`src/rtl/mul_pkg.sv`:
```
// Shared definitions for the sequential shift-add multiplier.
// Holds the FSM state type, the default operand width and the counter sizing helper.
package mul_pkg;

   localparam int unsigned DEFAULT_WIDTH = 8;

   typedef enum logic [1:0] {
      IDLE = 2'd0,
      CALC = 2'd1,
      DONE = 2'd2
   } state_t;

   // Counter must reach WIDTH, so it needs clog2(WIDTH+1) bits.
   function automatic int unsigned cnt_width(input int unsigned w);
      return $clog2(w + 1);
   endfunction

endpackage

```
`src/rtl/seq_multiplier_if.sv`:
```
// Request/response handshake bundle for seq_multiplier.
// The master side issues operands and accepts products; the slave side is the multiplier.
interface seq_multiplier_if
   import mul_pkg::*;
#(
   parameter int unsigned WIDTH = DEFAULT_WIDTH
);

   logic                 in_valid;
   logic                 in_ready;
   logic [WIDTH-1:0]     a;
   logic [WIDTH-1:0]     b;
   logic                 is_signed;
   logic                 out_valid;
   logic                 out_ready;
   logic [2*WIDTH-1:0]   product;
   logic                 busy;

   modport master (
      output in_valid, a, b, is_signed, out_ready,
      input  in_ready, out_valid, product, busy
   );

   modport slave (
      input  in_valid, a, b, is_signed, out_ready,
      output in_ready, out_valid, product, busy
   );

endinterface

```
`src/rtl/seq_multiplier_shift_add_step.sv`:
```
// One shift-add iteration: conditionally add the multiplicand into the upper
// accumulator half with a carry bit, then shift {carry, accumulator} right by one.
module shift_add_step
   import mul_pkg::*;
#(
   parameter int unsigned WIDTH = DEFAULT_WIDTH
) (
   input  logic [2*WIDTH-1:0] acc,
   input  logic [WIDTH-1:0]   mcand,
   input  logic               add_en,
   output logic [2*WIDTH-1:0] acc_next
);

   logic [WIDTH:0] sum;

   always_comb begin
      sum      = {1'b0, acc[2*WIDTH-1:WIDTH]} + (add_en ? {1'b0, mcand} : '0);
      acc_next = {sum, acc[WIDTH-1:1]};
   end

endmodule

```
`src/rtl/seq_multiplier.sv`:
```
// Sequential shift-add multiplier, unsigned or two's-complement, one multiply in flight.
// Signed operands are reduced to magnitudes; the sign is reapplied when the result is loaded.
module seq_multiplier
   import mul_pkg::*;
#(
   parameter int unsigned WIDTH = DEFAULT_WIDTH
) (
   input  logic               clk,
   input  logic               rst_n,
   seq_multiplier_if.slave    bus
);

   localparam int unsigned CW = cnt_width(WIDTH);

   state_t               state;
   state_t               state_nx;
   logic                 alive;
   logic [2*WIDTH-1:0]   acc;
   logic [2*WIDTH-1:0]   acc_nx;
   logic [2*WIDTH-1:0]   prod_r;
   logic [WIDTH-1:0]     mcand;
   logic [WIDTH-1:0]     mplier;
   logic [WIDTH-1:0]     a_mag;
   logic [WIDTH-1:0]     b_mag;
   logic                 neg;
   logic [CW-1:0]        cnt;
   logic                 in_fire;
   logic                 out_fire;
   logic                 last_iter;

   // alive keeps in_ready low while reset is held and for the release cycle.
   assign bus.in_ready  = alive && (state == IDLE);
   assign bus.out_valid = (state == DONE);
   assign bus.busy      = (state != IDLE);
   assign bus.product   = prod_r;

   assign in_fire   = bus.in_valid && bus.in_ready;
   assign out_fire  = bus.out_valid && bus.out_ready;
   assign last_iter = (cnt == CW'(WIDTH - 1));

   // -(-2^(WIDTH-1)) wraps to 2^(WIDTH-1), which is the correct unsigned magnitude.
   assign a_mag = (bus.is_signed && bus.a[WIDTH-1]) ? -bus.a : bus.a;
   assign b_mag = (bus.is_signed && bus.b[WIDTH-1]) ? -bus.b : bus.b;

   shift_add_step #(
      .WIDTH (WIDTH)
   ) u_step (
      .acc      (acc),
      .mcand    (mcand),
      .add_en   (mplier[0]),
      .acc_next (acc_nx)
   );

   always_ff @(posedge clk or negedge rst_n) begin
      if (!rst_n) begin
         state <= IDLE;
      end else begin
         state <= state_nx;
      end
   end

   always_comb begin
      state_nx = state;
      case (state)
         IDLE:    if (in_fire)   state_nx = CALC;
         CALC:    if (last_iter) state_nx = DONE;
         DONE:    if (out_fire)  state_nx = IDLE;
         default:                state_nx = IDLE;
      endcase
   end

   always_ff @(posedge clk or negedge rst_n) begin
      if (!rst_n) begin
         alive  <= 1'b0;
         acc    <= '0;
         mcand  <= '0;
         mplier <= '0;
         neg    <= 1'b0;
         cnt    <= '0;
         prod_r <= '0;
      end else begin
         alive <= 1'b1;
         if (in_fire) begin
            mcand  <= a_mag;
            mplier <= b_mag;
            neg    <= bus.is_signed && (bus.a[WIDTH-1] ^ bus.b[WIDTH-1]);
            acc    <= '0;
            cnt    <= '0;
         end else if (state == CALC) begin
            acc    <= acc_nx;
            mplier <= mplier >> 1;
            cnt    <= cnt + CW'(1);
            if (last_iter) begin
               prod_r <= neg ? -acc_nx : acc_nx;
            end
         end
      end
   end

endmodule
```
`src/flat_wrapper.sv`:
```
// flat-port wrapper written by rule: the top's interface ports become plain ports
module seq_multiplier_flat import mul_pkg::*;
#(
   parameter int unsigned WIDTH = DEFAULT_WIDTH
)
  (clk, rst_n, bus_in_valid, bus_a, bus_b, bus_is_signed, bus_out_ready, bus_in_ready, bus_out_valid, bus_product, bus_busy);
  seq_multiplier_if #(.WIDTH(WIDTH)) bus_i ();
  input  logic clk;
  input  logic rst_n;
  input wire logic [$bits(bus_i.in_valid)-1:0] bus_in_valid;
  input wire logic [$bits(bus_i.a)-1:0] bus_a;
  input wire logic [$bits(bus_i.b)-1:0] bus_b;
  input wire logic [$bits(bus_i.is_signed)-1:0] bus_is_signed;
  input wire logic [$bits(bus_i.out_ready)-1:0] bus_out_ready;
  output wire logic [$bits(bus_i.in_ready)-1:0] bus_in_ready;
  output wire logic [$bits(bus_i.out_valid)-1:0] bus_out_valid;
  output wire logic [$bits(bus_i.product)-1:0] bus_product;
  output wire logic [$bits(bus_i.busy)-1:0] bus_busy;
  assign bus_i.in_valid = bus_in_valid;
  assign bus_i.a = bus_a;
  assign bus_i.b = bus_b;
  assign bus_i.is_signed = bus_is_signed;
  assign bus_i.out_ready = bus_out_ready;
  assign bus_in_ready = bus_i.in_ready;
  assign bus_out_valid = bus_i.out_valid;
  assign bus_product = bus_i.product;
  assign bus_busy = bus_i.busy;
  seq_multiplier #(.WIDTH(WIDTH)) u_core (.clk(clk), .rst_n(rst_n), .bus(bus_i));
endmodule
```
`config.mk`:
```
export PLATFORM = sky130hd
export DESIGN_NAME = seq_multiplier_flat
export DESIGN_NICKNAME = d
export VERILOG_FILES = /design/src/rtl/mul_pkg.sv /design/src/rtl/seq_multiplier_if.sv /design/src/rtl/seq_multiplier_shift_add_step.sv /design/src/rtl/seq_multiplier.sv /design/src/flat_wrapper.sv
export SDC_FILE = /design/constraint.sdc
export NUM_CORES = 1
export LEC_CHECK = 0
export CORE_ASPECT_RATIO = 1.25
export CORE_UTILIZATION = 55
export DETAILED_ROUTE_END_ITERATION = 12
export PLACE_DENSITY = 0.82
export SLEW_MARGIN = 20
export SYNTH_ARGS = -nofsm -noshare
export SYNTH_HDL_FRONTEND = slang
export SYNTH_SLANG_ARGS = --single-unit
export TNS_END_PERCENT = 10
```
`constraint.sdc`:
```
create_clock -name clk -period 7.9 [get_ports clk]
set_clock_uncertainty 0.2 [all_clocks]
set_input_delay 1.185 -clock clk [delete_from_list [all_inputs] [get_ports clk]]
set_output_delay 1.185 -clock clk [all_outputs]
set_load 0.03 [all_outputs]
```
==> flow_summary.rst <==
.. list-table::
   :header-rows: 1

   * - Metric
     - Value
   * - Die Span X
     - 69.4 um
   * - TritonCTS clock tree
     - done
   * - Class of the most critical setup path
     - reg -> reg
   * - Number of setup violations in the final report
     - 0
   * - FF-to-FF End
     - u_core.bus.product[14]
   * - Cts hold-fix bufs
     - 0
   * - Post-CTS clock slew at the launch and capture registers of the worst setup and hold paths
     - 0.09 ns
   * - Part of the total power dissipated in the clock network
     - between 10% and 20%
   * - Final hold violation count
     - 0
   * - H-tree depth
     - 2
   * - Cell breakdown of the critical path
     - and2_1, ha_1, fa_1, and3_1, or3_1, a221o_1, o41ai_2, xnor2_1, a21oi_2
   * - Area fraction of the dominant cell type after synthesis
     - 44.0%
   * - Initial Util
     - around 57%
   * - Post-synthesis register bit count
     - 55
   * - Core Box Area
     - 5440 um^2
   * - Cell Pwr Density
     - 369 nW/um^2
   * - Boundary pin count
     - 40
   * - Worst path bufs/invs
     - 0
   * - Library cell used as clock root buffer
     - clkbuf_8
   * - Distinct cells, synth
     - 42
   * - Max cap viols
     - 0
   * - # port buffers
     - 39
   * - Worst path slowest cell
     - dfrtp_1
   * - Cell depth of the worst flop-to-flop path
     - 9
   * - Post-synthesis cell type with the largest combined area
     - dfrtp_1
   * - Result of the run
     - finished, final reports clean
   * - R2r setup slk
     - 4.80 ns
   * - Normalized max-slew margin
     - between 30 and 40%
   * - Drt via density
     - 5.56
   * - Static leakage
     - 1.67 nW
   * - Number of remaining DRC errors
     - 0
   * - Cell area after synthesis
     - 3130 um^2
   * - Area delta synth->final
     - 17.0%
   * - Maximum cell stage delay along the critical path
     - roughly 0.45 ns
   * - Total grt overflow
     - 0
   * - CTS sink count
     - 55
   * - Worst EP required
     - 7.89 ns
   * - Switching part of the total power
     - 43.6%
   * - Slew of the pin with the lowest slew margin
     - 1.04 ns
   * - RSZ-0062 raised after global routing
     - no
   * - Vias post-DR
     - 2506
   * - Count of cells along the worst hold path
     - 2
   * - Post-cts gate resize count
     - 0
   * - Logic pwr share
     - 52.3%
   * - Share of the core filled with cells
     - 67.2%
   * - Post-route clock period utilization
     - between 30% and 40%
   * - Min Clock Period, post-route
     - 3.10 ns
   * - Final Wtd Congestion
     - 0.824
   * - DP Wirelength
     - 4310 um
   * - Number of synthesis warnings
     - 0
   * - Highest net fanout along the worst path
     - 9
   * - Avg Cell Area, Syn
     - 8.86 um^2
   * - Data arrival time of the critical path
     - 3.09 ns
   * - Capturing element of the worst setup path
     - u_core.bus.product[14]
   * - Switching power summed over all nets
     - 589 uW
   * - Net count reported at finish
     - 420
   * - Type of element capturing the critical path
     - register
   * - TritonCTS buffer count
     - 5
   * - Sequential element share of the synthesized area
     - ~44%
   * - DIE AREA
     - around 6000 um^2
   * - Final WL
     - 6000 um
   * - Worst reg2reg startpoint
     - u_core.mplier[0]
   * - Achievable frequency
     - approximately 320 MHz
   * - Top post-synthesis cells by area
     - dfrtp_1 (44%), nand2_1 (7.1%), xor2_1 (5.0%)
   * - Launch point of the worst path
     - u_core.mplier[0]
   * - Remaining antenna violation count after routing
     - 0
   * - Instance count of the mapped netlist
     - 353
   * - Part of the total power dissipated in sequential elements
     - a little over a third
   * - Maximum number of pins on one net before global-route repair
     - 56
   * - Number of slew-limit violations in the final report
     - 0
   * - Vias in the first global route
     - 2500
   * - Antenna violations before repair
     - 0
   * - Routed len/inst
     - 13.3 um
   * - Pint
     - 762 uW
   * - CTS max path bufs
     - 2
   * - DRC violation total after the first TritonRoute iteration
     - 161
   * - DRT Pass-1 Iters
     - 4
   * - Instance count on the critical path
     - 9
   * - Total negative slack for setup checks
     - 0 ns
   * - Worst VDD drop
     - 0.000135 V
   * - Die span in y
     - 86.3 um
   * - Type of element launching the critical path
     - register
   * - Global-route total usage across every layer
     - 22.0%
   * - Post-CTS Setup Inserts
     - 0
   * - Cell class contributing the biggest share of worst-path delay
     - compound AO/OA/AOI/OAI gates
   * - Latest clock arrival within the worst-skew pair
     - around 0.30 ns
   * - Wire length of the first global-routing pass
     - 10700 um
   * - Std-Cell Rows
     - 30
   * - Number of antenna diodes
     - 0
   * - Fraction of final layout cells with drive strength greater than 1
     - 6.20%
   * - Path class of the lowest-slack min-delay path
     - reg -> reg
   * - Syn nets
     - between 300 and 400
how the worst min path moves through the flow:
stage | start | endpoint | slack, ns
final | u_core.mcand[3] | u_core.mcand[3] | 0.28
after global routing | u_core.mcand[3] | u_core.mcand[3] | 0.30
after CTS | u_core.mcand[3] | u_core.mcand[3] | 0.28
after detailed placement | u_core.mcand[3] | u_core.mcand[3] | 0.26
after global placement | u_core.mcand[7] | u_core.mcand[7] | 0.25
after floorplan | u_core.mcand[7] | u_core.mcand[7] | 0.24
tightest hold or removal path, delay by kind of cell (launching register included):
kind	cells	cell delay, ns
simple gates	1	0.05
compound gates	1	0.06
flops	1	0.34
layout by cell type (no fill, tap or decap), drive strengths merged, types with 2 or more instances in the layout:
master	count
a21o	5
a21oi	19
a221o	2
a22oi	2
a31oi	7
and2	11
and3	3
buf	5
clkbuf	7
clkdlybuf4s50	38
dfrtp	55
ha	12
inv	9
mux2	2
mux2i	2
nand2	59
nand2b	3
nand3	18
nand3b	2
nand4	2
nor2	29
nor2b	3
nor3	2
nor4	2
o21ai	27
o31ai	8
o41ai	2
or2	3
or3	7
xnor2	13
xor2	18
flip-flops by register name, summed over array words and instances, names as in the netlist:
register,cells
u_core.bus.product,16
u_core.mcand,8
u_core.mplier,8
u_core.cnt,4
u_core.state,2
u_core.alive,1
u_core.neg,1
u_core.acc,15
cell usage after synthesis:
library cell and n:
mux2_2 2, mux2i_1 2, dfrtp_1 55, nor3_1 2, o41ai_1 1, nor4_1 2
a221oi_2 1, o211ai_1 1, a21oi_2 1, nand2b_1 3, o41ai_2 1, or2_2 3
o21ai_0 27, a22oi_1 2, nor2_1 29, a221o_1 2, conb_1 1, or3_1 7
o311ai_0 1, xor2_1 18, and2_2 1, a21o_2 1, a21o_1 4, o31ai_1 8
clkbuf_1 17, o221a_2 1, xnor2_1 13, o311a_1 1, nand3b_1 2, ha_1 12
and3_1 3, fa_1 1, nand4_1 2, a21oi_1 18, and2_1 10, a211o_1 1
nor2b_1 3, a211oi_1 1, a31oi_1 7, nand2_1 59, nand3_1 18, inv_1 9
layer usage:
layer | up-vias | share of wire, % | global-route usage (%)
li1 | 1279 | - | -
met1 | 1175 | 44 | 25.4
met2 | 44 | 52 | 41.4
met3 | 8 | 2.5 | 3.37
met4 | 0 | 1.3 | 7.24
met5 | - | 0 | 0
through the flow:
| stage | setup slack, ns | instance area [um^2] | hold WS (ns) | power [mW] | cells |
|---|---|---|---|---|---|
| 2_1_floorplan | 4.97 | 3130 | 0.238 | 0.986 | 353 |
| 3_3_place_gp | 4.87 | 3560 | 0.255 | 1.17 | 443 |
| 3_5_place_dp | 4.78 | 3560 | 0.263 | 1.20 | 443 |
| 4_1_cts | 4.79 | 3660 | 0.285 | 1.36 | 451 |
| 5_1_grt | 4.66 | 3660 | 0.295 | 1.46 | 451 |
| 6_report | 4.80 | 3660 | 0.280 | 1.35 | 451 |
cell families (layout without fill, tap and decap cells):
family                     after synthesis  after routing  synth area share (%)
xor gates and xnor gates                31             31                  8.68
adders and majority gates               13             13                  5.44
other                                    1              1                 0.120
DFF                                     55             55                  44.0
muxes                                    4              4                  1.36
AOI/OAI and AO/OA                       79             79                  16.2
buffers and inverters                   26             60                  3.12
and+or+nand+nor                        144            144                  21.1
final cells by class:
type / instances / area, um^2
Fill cell: 457 / 1780
Sequential cell: 55 / 1380
Timing Repair Buffer: 43 / 415
Clock inverter: 1 / 8.76
Inverter: 9 / 33.8
Tap cell: 64 / 80.1
Multi-Input combinational cell: 272 / 1660
Clock buffer: 7 / 86.3
power by group through the flow:
stage | combinational, mW | clock [mW] | sequential [mW]
floorplan | 0.446 | 0 | 0.540
global placement | 0.683 | 0 | 0.484
detailed placement | 0.706 | 0 | 0.490
CTS | 0.711 | 0.165 | 0.484
global route | 0.785 | 0.176 | 0.501
finish | 0.707 | 0.160 | 0.484
(Power assumes the default switching activity.)
